===== src/rtl/snake_pkg.sv =====
// Shared definitions for the snake game: direction encoding, the opposite-direction
// rule used by both the keypad front end and the snake core, and the keypad FSM states.
package snake_pkg;

  localparam logic [1:0] DIR_UP    = 2'b00;
  localparam logic [1:0] DIR_RIGHT = 2'b01;
  localparam logic [1:0] DIR_DOWN  = 2'b10;
  localparam logic [1:0] DIR_LEFT  = 2'b11;

  // Flipping the upper bit of a direction yields its 180-degree opposite.
  localparam logic [1:0] DIR_FLIP  = 2'b10;

  function automatic logic [1:0] dir_opposite(input logic [1:0] d);
    return d ^ DIR_FLIP;
  endfunction

  typedef enum logic [1:0] {
    KD_IDLE,
    KD_PRESS_DB,
    KD_HELD,
    KD_REL_DB
  } kd_state_t;

endpackage


===== src/rtl/dir_fifo2.sv =====
// Two-entry, 2-bit direction FIFO. The head entry is held in its own register so
// rd_data is registered; the second entry sits behind it and shifts forward on a pop.
module dir_fifo2
  import snake_pkg::*;
(
  input  logic       clk,
  input  logic       rst,
  input  logic       wr_en,
  input  logic [1:0] wr_data,
  input  logic       rd_en,
  output logic [1:0] rd_data,
  output logic       empty,
  output logic       full
);

  logic [1:0] head_q;
  logic [1:0] tail_q;
  logic [1:0] count_q;
  logic       do_rd;
  logic       do_wr;

  // A pop on an empty FIFO is ignored; a push when full is only taken alongside a pop.
  assign do_rd   = rd_en && (count_q != 2'd0);
  assign do_wr   = wr_en && ((count_q != 2'd2) || do_rd);
  assign rd_data = head_q;
  assign empty   = (count_q == 2'd0);
  assign full    = (count_q == 2'd2);

  // Storage and occupancy update for push, pop, or both in the same cycle.
  always_ff @(posedge clk or negedge rst) begin
    if (!rst) begin
      // NOTE: the two entries are reset as well, so the head reads a defined UP after reset.
      head_q  <= DIR_UP;
      tail_q  <= DIR_UP;
      count_q <= 2'd0;
    end else begin
      // NOTE: non-blocking assignments, so every branch sees the pre-edge head/tail/count.
      unique case ({do_wr, do_rd})
        2'b10: begin
          if (count_q == 2'd0) head_q <= wr_data;
          else                 tail_q <= wr_data;
          count_q <= count_q + 2'd1;
        end
        2'b01: begin
          head_q  <= tail_q;
          count_q <= count_q - 2'd1;
        end
        2'b11: begin
          // Occupancy is unchanged; the new entry lands behind whatever remains.
          if (count_q == 2'd1) begin
            head_q <= wr_data;
          end else begin
            head_q <= tail_q;
            tail_q <= wr_data;
          end
        end
        default: ;
      endcase
    end
  end

endmodule


===== src/rtl/keypad_dir_ctrl.sv =====
// Keypad front end for the snake game: turns raw scanner samples into one debounced
// event per physical press, filters direction reversals, and queues directions in a
// 2-entry FIFO. The pause key yields a single-cycle toggle pulse.
module keypad_dir_ctrl
  import snake_pkg::*;
#(
  parameter int unsigned DEBOUNCE   = 8,
  parameter logic [3:0]  CODE_UP    = 4'h2,
  parameter logic [3:0]  CODE_LEFT  = 4'h5,
  parameter logic [3:0]  CODE_RIGHT = 4'h7,
  parameter logic [3:0]  CODE_DOWN  = 4'ha,
  parameter logic [3:0]  CODE_PAUSE = 4'h0
) (
  input  logic       clk,
  input  logic       rst,
  input  logic       scan_clk,
  input  logic       keydown,
  input  logic [3:0] code,
  output logic       dir_valid,
  output logic [1:0] dir,
  input  logic       dir_ready,
  output logic       pause_pulse,
  output logic       overflow
);

  localparam logic [7:0] DB_TICKS = 8'(DEBOUNCE);

  logic       scan_q;
  logic       tick;
  kd_state_t  state_q, state_d;
  logic [7:0] cnt_q, cnt_d;
  logic [3:0] cand_q, cand_d;
  logic       accept;
  logic       acc_pause;
  logic       acc_is_dir;
  logic [1:0] acc_dir;
  logic       ev_valid_q;
  logic [1:0] ev_dir_q;
  logic [1:0] last_dir_q;
  logic       dir_new;
  logic       fifo_wr;
  logic       fifo_empty;
  logic       fifo_full;

  // Previous scan_clk level, for rising-edge detection.
  always_ff @(posedge clk or negedge rst) begin
    if (!rst) scan_q <= 1'b0;
    else      scan_q <= scan_clk;
  end

  assign tick = scan_clk & ~scan_q;

  // Debounce FSM registers: state, stable-tick counter and candidate code.
  always_ff @(posedge clk or negedge rst) begin
    if (!rst) begin
      state_q <= KD_IDLE;
      cnt_q   <= 8'd0;
      cand_q  <= 4'h0;
    end else begin
      state_q <= state_d;
      cnt_q   <= cnt_d;
      cand_q  <= cand_d;
    end
  end

  // Debounce next-state logic; it only advances on scan ticks.
  always_comb begin
    // NOTE: every output of this block gets a default first, so no path infers a latch.
    state_d = state_q;
    cnt_d   = cnt_q;
    cand_d  = cand_q;
    accept  = 1'b0;
    if (tick) begin
      unique case (state_q)
        KD_IDLE: begin
          if (keydown) begin
            cand_d = code;
            cnt_d  = 8'd1;
            if (DB_TICKS <= 8'd1) begin
              accept  = 1'b1;
              state_d = KD_HELD;
            end else begin
              state_d = KD_PRESS_DB;
            end
          end
        end
        KD_PRESS_DB: begin
          if (keydown && (code == cand_q)) begin
            cnt_d = cnt_q + 8'd1;
            if (cnt_d >= DB_TICKS) begin
              accept  = 1'b1;
              state_d = KD_HELD;
            end
          end else begin
            cnt_d   = 8'd0;
            state_d = KD_IDLE;
          end
        end
        KD_HELD: begin
          // Code changes while held are ignored: no autorepeat.
          if (!keydown) begin
            cnt_d   = 8'd1;
            state_d = (DB_TICKS <= 8'd1) ? KD_IDLE : KD_REL_DB;
          end
        end
        KD_REL_DB: begin
          if (keydown) begin
            state_d = KD_HELD;
          end else begin
            cnt_d = cnt_q + 8'd1;
            if (cnt_d >= DB_TICKS) state_d = KD_IDLE;
          end
        end
        default: state_d = KD_IDLE;
      endcase
    end
  end

  // Map the accepted code to an action, PAUSE > UP > RIGHT > DOWN > LEFT on collisions.
  always_comb begin
    acc_pause  = 1'b0;
    acc_is_dir = 1'b1;
    acc_dir    = DIR_UP;
    if (cand_d == CODE_PAUSE) begin
      acc_pause  = 1'b1;
      acc_is_dir = 1'b0;
    end else if (cand_d == CODE_UP) begin
      acc_dir = DIR_UP;
    end else if (cand_d == CODE_RIGHT) begin
      acc_dir = DIR_RIGHT;
    end else if (cand_d == CODE_DOWN) begin
      acc_dir = DIR_DOWN;
    end else if (cand_d == CODE_LEFT) begin
      acc_dir = DIR_LEFT;
    end else begin
      acc_is_dir = 1'b0;
    end
  end

  // A direction is new only if it neither repeats nor reverses the last enqueued one.
  assign dir_new = ev_valid_q && (ev_dir_q != last_dir_q)
                              && (ev_dir_q != dir_opposite(last_dir_q));
  // A full FIFO still takes the entry when the consumer pops in the same cycle.
  assign fifo_wr = dir_new && (!fifo_full || dir_ready);

  // Registered accept events, reversal-filter memory and sticky overflow flag.
  always_ff @(posedge clk or negedge rst) begin
    if (!rst) begin
      pause_pulse <= 1'b0;
      ev_valid_q  <= 1'b0;
      ev_dir_q    <= DIR_UP;
      last_dir_q  <= DIR_RIGHT;
      overflow    <= 1'b0;
    end else begin
      pause_pulse <= accept && acc_pause;
      ev_valid_q  <= accept && acc_is_dir;
      ev_dir_q    <= acc_dir;
      if (fifo_wr) last_dir_q <= ev_dir_q;
      if (dir_new && !fifo_wr) overflow <= 1'b1;
    end
  end

  dir_fifo2 u_fifo (
    .clk     (clk),
    .rst     (rst),
    .wr_en   (fifo_wr),
    .wr_data (ev_dir_q),
    .rd_en   (dir_ready),
    .rd_data (dir),
    .empty   (fifo_empty),
    .full    (fifo_full)
  );

  assign dir_valid = ~fifo_empty;

endmodule


===== config.mk =====
export PLATFORM = sky130hd
export DESIGN_NAME = keypad_dir_ctrl
export DESIGN_NICKNAME = d
export VERILOG_FILES = /design/src/rtl/snake_pkg.sv /design/src/rtl/dir_fifo2.sv /design/src/rtl/keypad_dir_ctrl.sv
export SDC_FILE = /design/constraint.sdc
export NUM_CORES = 1
export LEC_CHECK = 0
export ABC_AREA = 1
export CAP_MARGIN = 10
export CORE_MARGIN = 5
export CORE_UTILIZATION = 51
export CTS_CLUSTER_DIAMETER = 150
export DETAILED_ROUTE_END_ITERATION = 8
export GPL_ROUTABILITY_DRIVEN = 0
export PLACE_DENSITY = 0.73
export SYNTH_ARGS = -nofsm -noshare
export SYNTH_HDL_FRONTEND = slang
export SYNTH_SLANG_ARGS = --single-unit

===== constraint.sdc =====
create_clock -name clk -period 1.74 [get_ports clk]
set_clock_uncertainty 0.1 [all_clocks]
set_input_delay 0.174 -clock clk [delete_from_list [all_inputs] [get_ports clk]]
set_output_delay 0.174 -clock clk [all_outputs]
set_load 0.02 [all_outputs]

Word-level counts from Yosys, hierarchy flattened

Index checks and enable logic that the tools add are counted.

Bits in registers: 28

Add/subtract/negate cells: 3
Equality and inequality tests: 24
Reduce and logical (&&, ||, !) cells: 24
$lt $le $gt $ge: 1
Bitwise logic cells: 4
Muxes and demuxes: 37

Operators with widths:

| kind                | count |
|---|---|
| $mux 8              | 4 |
| $pmux 8 s4          | 1 |
| $mux 2              | 15 |
| $ne 2x2->1 const B  | 7 |
| $mux 4              | 3 |
| $eq 2x2->1 const B  | 5 |
| $mux 1              | 10 |
| $logic_and 1x1->1   | 9 |
| $add 8x1->8 const B | 1 |
| $eq 4x3->1 const B  | 2 |
| $ge 8x4->1 const B  | 1 |
| $pmux 2 s2          | 2 |
| $pmux 2 s4          | 1 |
| $eq 2x1->1 const B  | 3 |
| $ne 3x3->1 const B  | 2 |
| $pmux 2 s3          | 1 |
| $reduce_bool 2->1   | 3 |
| $reduce_and 5->1    | 1 |
| $eq 4x2->1 const B  | 1 |
| $eq 4x4->1          | 1 |
| $eq 4x4->1 const B  | 1 |
| $logic_not 2->1     | 2 |
| $logic_not 4->1     | 1 |
| $ne 2x2->1          | 2 |
| 10 further kinds    | 14 |

Logic depth before layout (Yosys ltp)

Gate-level depths: netlist (run 1).

Word-level depth: 10
Mapped depth: 14

Hierarchy

Synthesis (run 1) repeated with hierarchy kept, for this count alone.

Cells, all modules: 229
Area, all modules: 1660.3 um2

Modules (own cells, without submodules):

| module          | sequential area each (um2) | area each (um2) | times used | cells each |
|---|---|---|---|---|
| keypad_dir_ctrl | 526.8                      | 1244.9          | 1          | 167 |
| dir_fifo2       | 150.1                      | 415.4           | 1          | 62 |

Least setup slack after synthesis (run 1)

No wires, ideal clock.

Path kind: flip-flop to flip-flop
Start: register u_fifo.count_q[0]
End: register u_fifo.head_q[1] (netlist: u_fifo.rd_data[1])
Required time: 1.557 ns
Clock period less this slack: 1.958 ns
Cell stages (with the launch flop): 15
Arrival time: 1.776 ns
Setup time: 0.083 ns
Setup slack: -0.218 ns
Path through: dfrtp_1 > inv_1 > ha_1 > inv_1 > nand2_1 > nand2_1 > nand2_1 > inv_1 > ha_1 > inv_1 > nor2_1 > o21ai_0 > o22ai_1 > nand2_1 > o21ai_0

Cells in the longest elaborated chain, start to end: 8
Elaborated cells between the ends (all ways): 19
Classes of those cells: 7 x eq/ne; 2 x mux; 10 x reduce/logical

RTL lines:

| item                                                             | RTL line               | source |
|---|---|---|
| from (decl)                                                      | dir_fifo2.sv:18        | `logic [1:0] count_q;` |
| from (signal assigned)                                           | dir_fifo2.sv:42        | `count_q <= count_q + 2'd1;` |
| from (signal assigned)                                           | dir_fifo2.sv:46        | `count_q <= count_q - 2'd1;` |
| $eq 2x2->1                                                       | dir_fifo2.sv:27        | `assign full = (count_q == 2'd2);` |
| $logic_not 1->1                                                  | keypad_dir_ctrl.sv:144 | `assign fifo_wr = dir_new && (!fifo_full \|\| dir_ready);` |
| $logic_or 1x1->1                                                 | keypad_dir_ctrl.sv:144 |  |
| $logic_and 1x1->1                                                | keypad_dir_ctrl.sv:144 |  |
| $logic_and 1x1->1                                                | dir_fifo2.sv:24        | `assign do_wr = wr_en && ((count_q != 2'd2) \|\| do_rd);` |
| $eq 2x2->1 or $eq 2x1->1 (tied branches)                         | dir_fifo2.sv:38        | `unique case ({do_wr, do_rd})` |
| $ne 2x2->1 (no source line) or $reduce_bool 3->1 (tied branches) | -                      |  |
| $reduce_and 2->1 (no source line)                                | -                      |  |
| to (signal assigned)                                             | dir_fifo2.sv:40        | `if (count_q == 2'd0) head_q <= wr_data;` |
| to (signal assigned)                                             | dir_fifo2.sv:45        | `head_q <= tail_q;` |
| to (signal assigned)                                             | dir_fifo2.sv:51        | `head_q <= wr_data;` |
| to (decl)                                                        | dir_fifo2.sv:16        | `logic [1:0] head_q;` |

Parallel ways exist; a longest one is shown, timed or not.
A chain may end at the register's enable or synchronous reset.

Worst setup path in the final report (run 1)

Start: register last_dir_q[0]
End: register u_fifo.head_q[0] (netlist: u_fifo.rd_data[0])

Cells in the longest elaborated chain, start to end: 8
Elaborated cells between the ends (all ways): 13
Classes of those cells: 6 x eq/ne; 1 x mux; 6 x reduce/logical

RTL lines:

| item                                                             | RTL line               | source |
|---|---|---|
| from (decl)                                                      | keypad_dir_ctrl.sv:39  | `logic [1:0] last_dir_q;` |
| from (signal assigned)                                           | keypad_dir_ctrl.sv:158 | `if (fifo_wr) last_dir_q <= ev_dir_q;` |
| $ne 2x2->1                                                       | keypad_dir_ctrl.sv:141 | `assign dir_new = ev_valid_q && (ev_dir_q != last_dir_q)` |
| $logic_and 1x1->1                                                | keypad_dir_ctrl.sv:141 |  |
| $logic_and 1x1->1 *                                              | keypad_dir_ctrl.sv:142 | `&& (ev_dir_q != dir_opposite(last_dir_q));` |
| $logic_and 1x1->1 *                                              | keypad_dir_ctrl.sv:144 |  |
| $logic_and 1x1->1 *                                              | dir_fifo2.sv:24        |  |
| $eq 2x2->1 or $eq 2x1->1 (tied branches)                         | dir_fifo2.sv:38        |  |
| $ne 2x2->1 (no source line) or $reduce_bool 3->1 (tied branches) | -                      |  |
| $reduce_and 2->1 (no source line)                                | -                      |  |

Every way passes the cells marked *; elsewhere a longest branch is shown, timed or not.

==> qor.csv, run 1 <==
stage,metric,value,unit
logic_synthesis,synth-seq-cells,27,
setup_path,ff2ff_path_depth,10,
layout,area_growth,33.1,%
grt,grt_pass1_vias,1405,
layout,multi_input_area,891,µm²
die,fp-row-count,20,
die,die_h,66.4,µm
grt,grt.overflow.total,0,
sta,final-hold-violation-count,0,
pwr,power_density,1120,nW/µm²
sta,finalCritPeriodShare,106,%
routing,drt_iter0_drc,72,
pwr,p_leak,1.06,nW
layout,nets,276,
sta,setup_viol,4,
outcome,status,finished with violations,
logic_synthesis,synth_cell_types,25,
logic_synthesis,seq_area_frac_synth,41.7,%
clock_network,cts_buffers,3,
setup_path,crit_chain,"nor2_1, nand3b_1, inv_2, nand2_2, buf_6, ha_4, o21ai_2, o22ai_2, nand2_1, o21ai_1",
logic_synthesis,postSynthNetCount,228,
pwr,p_sw,0.943,mW
sta,whs,0.0894,ns
min_path,hold_path_class,primary input to asynchronous set/reset pin,
pwr,p_seq_share,36.4,%
clock_network,cts_tree,yes,
setup_path,crit_path_max_incr_delay,0.57,ns
setup_path,worstSetupStartpointType,flop,
grt,grt_use_met3,2.21,%
sta,timing.fmax,541,MHz
placement,dpl.hpwl,2.32,mm
grt,grt_max_degree,28,
sta,worst_pin_slew,0.343,ns
clock_network,ctsHtreeMaxLevel,1,
grt,antenna_found_initial,0,
logic_synthesis,synth_edf_count,0,
die,core_area,3050,µm²
setup_path,end_kind,flop,
logic_synthesis,synth.avg_cell_area,7.65,µm²
die,die_area,4410,µm²
clock_network,cts_num_sinks,27,
logic_synthesis,async_reset_ff_share,100,%
sta,fin_tns_setup,-0.301,ns
sta,period_minus_slack,1.85,ns
die,die_w,66.4,µm
grt,grt_pass1_wl,5.81,mm
setup_path,cp.arrival,1.98,ns
sta,slew_viol_final,0,
routing,drc_errors,0,
die,initial_core_util,53.2,%
grt,met2_usage,30.0,%
setup_path,critPathRequiredTime,1.87,ns
layout,final_common_cell,nand2_1,
layout,n_antenna_cell,0,
layout,seqCellArea,677,µm²
pwr,peakVddDrop,0.812,mV
pwr,share_comb_of_total_power,52.1,%
layout,fin_util,70.7,%
setup_path,crit_path_max_fanout,3,
pwr,p_int,1.47,mW
grt,grt_use_met1,20.9,%
flow_run,drv_cap,0,
layout,drive_gt1_share,27.8,%
clock_network,clockBufferDepth,2,
setup_path,crit_type,flop to flop,
sta,fin_ws,-0.109,ns
placement,placed_area,2010,µm²
routing,via_per_inst,4.90,
sta,rsz0062_at_grt,true,
layout,final_area,2160,µm²
routing,wl,3.32,mm
logic_synthesis,synth_cells,212,
logic_synthesis,ys.flop_type,dfrtp_1,
placement,port_buffers,13,
logic_synthesis,synth_area,1620,µm²
clock_network,cts-root-buf,clkbuf_4,
setup_path,critPathSlowestCell,dfstp_2,
outcome,violations,setup timing,
layout,final_cell_mix,"56 x nand2_1, 32 x inv_1, 29 x buf_4",
routing,antenna_left,0,
routing,vias,1486,
grt,busiest_layer,met2,
clock_network,clkSlewWorstSetupHoldPaths,0.15,ns
layout,fillerInstances,262,
grt,grt_use_total,17.1,%
sta,slew_headroom,77.1,%
pwr,sw_frac_of_total,39.1,%
clock_network,clock_latency,0.33,ns
pwr,clockPowerShare,11.5,%
die,ios,14,
logic_synthesis,ys_warn_count,0,
routing,wire_per_inst,11.0,µm
routing,drt_first_pass_iters,4,
what timing repair did:
| action | in CTS | in global routing |
|---|---|---|
| pin swaps | 9 | 4 |
| setup endpoints to repair | 6 | 10 |
| hold buffers | 0 | 0 |
| resized for setup | 19 | 9 |
| hold endpoints to repair | 0 | 0 |
| setup buffers | 1 | 4 |
metal layers:
layer  vias up  wire length, µm
li1        771                -
met4         0               59
met2        32             1660
met5         -                0
met1       677             1480
met3         6              120
Yosys cell counts (all sizes together), types with 2 or more instances:
master / count / share of area, %
nand2: 61 / 15
inv: 38 / 8.8
dfrtp: 26 / 40
o21ai: 23 / 9.2
nand3: 19 / 6.5
nor2: 19 / 5.3
ha: 7 / 5.4
o22ai: 4 / 1.5
xnor2: 4 / 2.2
a21oi: 2 / 0.62
a22oi: 2 / 0.92
stage by stage:
stage | setup slack [ns] | cells | total power [mW]
2_1_floorplan | -0.0586 | 212 | 1.55
5_1_grt | -0.194 | 303 | 2.61
4_1_cts | -0.0170 | 299 | 2.33
3_5_place_dp | -0.0857 | 294 | 1.99
3_3_place_gp | -0.0630 | 294 | 1.96
6_report | -0.109 | 303 | 2.41
cell families after synthesis:
logic type      count (synthesis)  share of synthesized area (%)
simple gates                  102                           27.8
buf+inv                        39                           9.48
compound gates                 33                           13.4
flops                          27                           41.7
fa+ha+maj                       7                           5.40
xor+xnor                        4                           2.16
final timing paths:
check | endpoint | slack (ns) | startpoint
worst max-delay path | u_fifo.rd_data[0] | -0.11 | last_dir_q[0]
worst min-delay path | overflow | 0.09 | rst
max in group asynchronous | last_dir_q[0] | 1.15 | rst
worst max register to register | u_fifo.rd_data[0] | -0.11 | last_dir_q[0]
min in group clk | scan_q | 0.20 | scan_clk
worst min register to register | overflow | 0.40 | overflow
layout make-up:
class | instances | share of cell area [%]
Clock buffer | 4 | 1.22
Multi-Input combinational cell | 146 | 41.3
Sequential cell | 27 | 31.3
Timing Repair Buffer | 44 | 16.9
Inverter | 38 | 6.72
Tap cell | 44 | 2.55
flip-flops by register name, indices dropped and copies added (netlist names):
signal and count:
u_fifo.tail_q 2, cand_q 4, state_q 2, ev_valid_q 1
overflow 1, ev_dir_q 2, cnt_q 8, pause_pulse 1
last_dir_q 1, scan_q 1, u_fifo.rd_data 2, u_fifo.count_q 2
power groups by stage:
stage               Sequential, mW  Clock (mW)  Combinational, mW
CTS                          0.872       0.283               1.18
global placement             0.871           0               1.09
global route                 0.901       0.317               1.39
finish                       0.879       0.276               1.26
detailed placement           0.879           0               1.11
floorplan                    0.887           0              0.664
critical path: cells and delay by family (launching register included):
family | cells | cell delay (ns)
flip-flops | 1 | 0.57
AND/OR/NAND/NOR | 4 | 0.36
adder cells (fa/ha/maj) | 1 | 0.16
AO/OA/AOI/OAI | 3 | 0.36
buffers and inverters | 2 | 0.20
No activity file was read; power rests on OpenSTA's default activity.
==> run 2, diff against run 1 <==
==> constraint.sdc (replaced) <==
create_clock -name clk -period 1.74 [get_ports clk]
set_clock_uncertainty 0.1 [all_clocks]
set_input_delay 0.348 -clock clk [delete_from_list [all_inputs] [get_ports clk]]
set_output_delay 0.348 -clock clk [all_outputs]
set_load 0.02 [all_outputs]
==> run 2 against run 1 <==
Net effect: the flow still finishes with violations (setup timing); critical endpoint is now u_fifo.rd_data[1]; register-to-register slack improved by 0.03 ns; worst setup slack improved by 0.028 ns; count of clock-buffer cells in the layout did not move.
==> qor.csv, run 2 (synthesis gave the netlist of run 1 again) <==
stage,metric,value,unit,change
clock_network,ctsHoldBuffers,0,,unchanged
grt,grt.overflow.total,0,,unchanged
setup_path,crit_path_max_incr_delay,0.42,ns,was 0.57 ns
layout,fillerInstances,259,,was 262
grt,grt_use_met1,20.8,%,was 20.9%
grt,grt_use_met3,2.21,%,unchanged
grt,antenna_found_initial,0,,unchanged
routing,vias,1461,,"was 1,486"
grt,grt_max_degree,28,,unchanged
die,core_area,3050,µm²,unchanged
pwr,peakVddDrop,0.886,mV,was 0.812 mV
layout,nets,279,,was 276
sta,worst_pin_slew,0.299,ns,was 0.343 ns
pwr,power_density,1070,nW/µm²,was 1120 nW/µm²
sta,final-hold-violation-count,0,,unchanged
layout,instances_no_fill,306,,was 303
die,fp-row-count,20,,unchanged
outcome,status,finished with violations,,unchanged
clock_network,cts_tree,yes,,unchanged
setup_path,ff2ff_path_depth,12,,was 10
setup_path,cpMostUsedCell,nand2_4,,
setup_path,timing.rr.end,u_fifo.rd_data[1],,was u_fifo.rd_data[0]
clock_network,cts_num_sinks,27,,unchanged
routing,wire_per_inst,11.3,µm,was 11.0 µm
routing,drt_iter0_drc,71,,was 72
outcome,violations,setup timing,,unchanged
setup_path,critPathRequiredTime,1.91,ns,was 1.87 ns
min_path,hold_path_class,primary input to asynchronous set/reset pin,,unchanged
sta,period_minus_slack,1.82,ns,was 1.85 ns
routing,drt_first_pass_iters,5,,was 4
routing,wl,3.45,mm,was 3.32 mm
sta,slew_headroom,79.9,%,was 77.1%
flow_run,drv_cap,0,,unchanged
setup_path,critPathSlowestCell,dfrtp_1,,was dfstp_2
layout,drive_gt1_share,32.1,%,was 27.8%
layout,largest_reg_flops,8,,unchanged
clock_network,cts-root-buf,clkbuf_4,,unchanged
clock_network,clock_latency,0.33,ns,about the same
sta,rsz0062_at_grt,true,,unchanged
grt,busiest_layer,met2,,unchanged
grt,met2_usage,31.1,%,was 30.0%
routing,drc_errors,0,,unchanged
sta,finalCritPeriodShare,105,%,was 106%
die,die_w,66.4,µm,unchanged
die,die_area,4410,µm²,unchanged
grt,grt_pass1_wl,5.93,mm,was 5.81 mm
clock_network,clockBufferDepth,2,,unchanged
setup_path,crit_type,flop to flop,,unchanged
placement,dpl.hpwl,2.35,mm,was 2.32 mm
setup_path,end_kind,flop,,unchanged
routing,antenna_left,0,,unchanged
sta,slew_viol_final,0,,unchanged
layout,regMostFlops,cnt_q,,unchanged
die,die_h,66.4,µm,unchanged
grt,grt_use_total,17.4,%,was 17.1%
clock_network,cts_buffers,3,,unchanged
setup_path,crit_chain,"buf_4, ha_1, nand2_4, nand2_4, inv_4, ha_4, inv_2, nor2_4, o21ai_2, o22ai_2, nand2_1, o21ai_1",,"was nor2_1, nand3b_1, inv_2, nand2_2, buf_6, ha_4, o21ai_2, o22ai_2, nand2_1, o21ai_1"
clock_network,clkSlewWorstSetupHoldPaths,0.14,ns,was 0.15 ns
setup_path,worstSetupStartpointType,flop,,unchanged
placement,port_buffers,13,,unchanged
setup_path,crit_path_max_fanout,3,,unchanged
sta,fin_ws,-0.0808,ns,was -0.109 ns
setup_path,reg2reg_setup_slack,-0.08,ns,was -0.11 ns
routing,via_per_inst,4.77,,was 4.90
sta,timing.fmax,549,MHz,was 541 MHz
layout,largest_registers,"cnt_q: 8 flops, cand_q: 4 flops",,unchanged
die,initial_core_util,53.2,%,unchanged
setup_path,cp.arrival,1.99,ns,was 1.98 ns
layout,final_common_cell,nand2_1,,unchanged
grt,grt_pass1_vias,1427,,"was 1,405"
die,ios,14,,unchanged
pwr,p_leak,1.12,nW,was 1.06 nW
layout,final_cell_mix,"55 x nand2_1, 31 x inv_1, 30 x buf_4",,"was 56 x nand2_1, 32 x inv_1, 29 x buf_4"
sta,setup_viol,4,,unchanged
layout,n_antenna_cell,0,,unchanged
setup_path,r2r_start,u_fifo.count_q[1],,was last_dir_q[0]
pwr,finalPower,2.41,mW,about the same
clock_network,ctsHtreeMaxLevel,1,,unchanged
placement,place_inst,295,,was 294
layout,area_growth,38.8,%,was 33.1%
[run 2: cell type report]
cell class                 count  area (µm²)  area share (%)
clock buffer                   4        26.3            1.17
multi-input combinational    146         932            41.4
inverter                      38         148            6.56
timing repair buffer          47         412            18.3
tap                           44        55.1            2.44
sequential                    27         679            30.2
[run 2: what timing repair did]
| item | 4_1_cts | 5_1_grt |
|---|---|---|
| pin swaps | 11 | 11 |
| buffers inserted | 0 | 7 |
| hold endpoints to repair | 0 | 0 |
| resized for setup | 23 | 25 |
| setup endpoints to repair | 9 | 12 |
[run 2: worst max path at each step]
| stage | from | slack [ns] | endpoint | depth (start not counted) |
|---|---|---|---|---|
| floorplan | u_fifo.count_q[0] | -0.06 | u_fifo.rd_data[1] | 14 |
| global placement | code[0] | -0.24 | pause_pulse | 9 |
| detailed placement | dir_ready | -0.31 | u_fifo.rd_data[1] | 12 |
| CTS | last_dir_q[0] | -0.02 | u_fifo.rd_data[0] | 12 |
| global route | last_dir_q[0] | -0.19 | u_fifo.rd_data[1] | 12 |
| finish | u_fifo.count_q[1] | -0.08 | u_fifo.rd_data[1] | 12 |
[run 2: stage by stage]
| stage | worst slack, ns | TNS (ns) | util (%) | hold WS, ns | area [µm²] |
|---|---|---|---|---|---|
| 6_report | -0.0808 | -0.291 | 73.8 | 0.250 | 2250 |
| 5_1_grt | -0.185 | -0.898 | 73.8 | 0.263 | 2250 |
| 4_1_cts | -0.0234 | -0.0533 | 69.5 | 0.255 | 2120 |
| 3_5_place_dp | -0.310 | -3.82 | 66.8 | 0.375 | 2040 |
| 3_3_place_gp | -0.240 | -3.31 | 66.8 | 0.367 | 2040 |
| 2_1_floorplan | -0.0586 | -0.115 | - | -0.0476 | 1640 |
[run 2: worst max-delay path, delay by kind of cell, from the launching register on]
family                   cells  cell delay, ns
AO/OA/AOI/OAI                3            0.27
flip-flops                   1            0.42
buffers and inverters        3            0.25
adder cells (fa/ha/maj)      2            0.37
AND/OR/NAND/NOR              4            0.34
[run 2: where the power goes]
part	switching [mW]	internal (mW)	leakage, nW	total [mW]
Clock	0.187	0.0899	0.0150	0.277
Combinational	0.654	0.605	0.751	1.26
Sequential	0.112	0.765	0.352	0.877
[run 2: routing by layer]
metal	up-vias	part of all wire, %
li1	770	-
met1	660	44
met2	24	51
met3	7	3.1
met4	0	1.8
met5	-	0
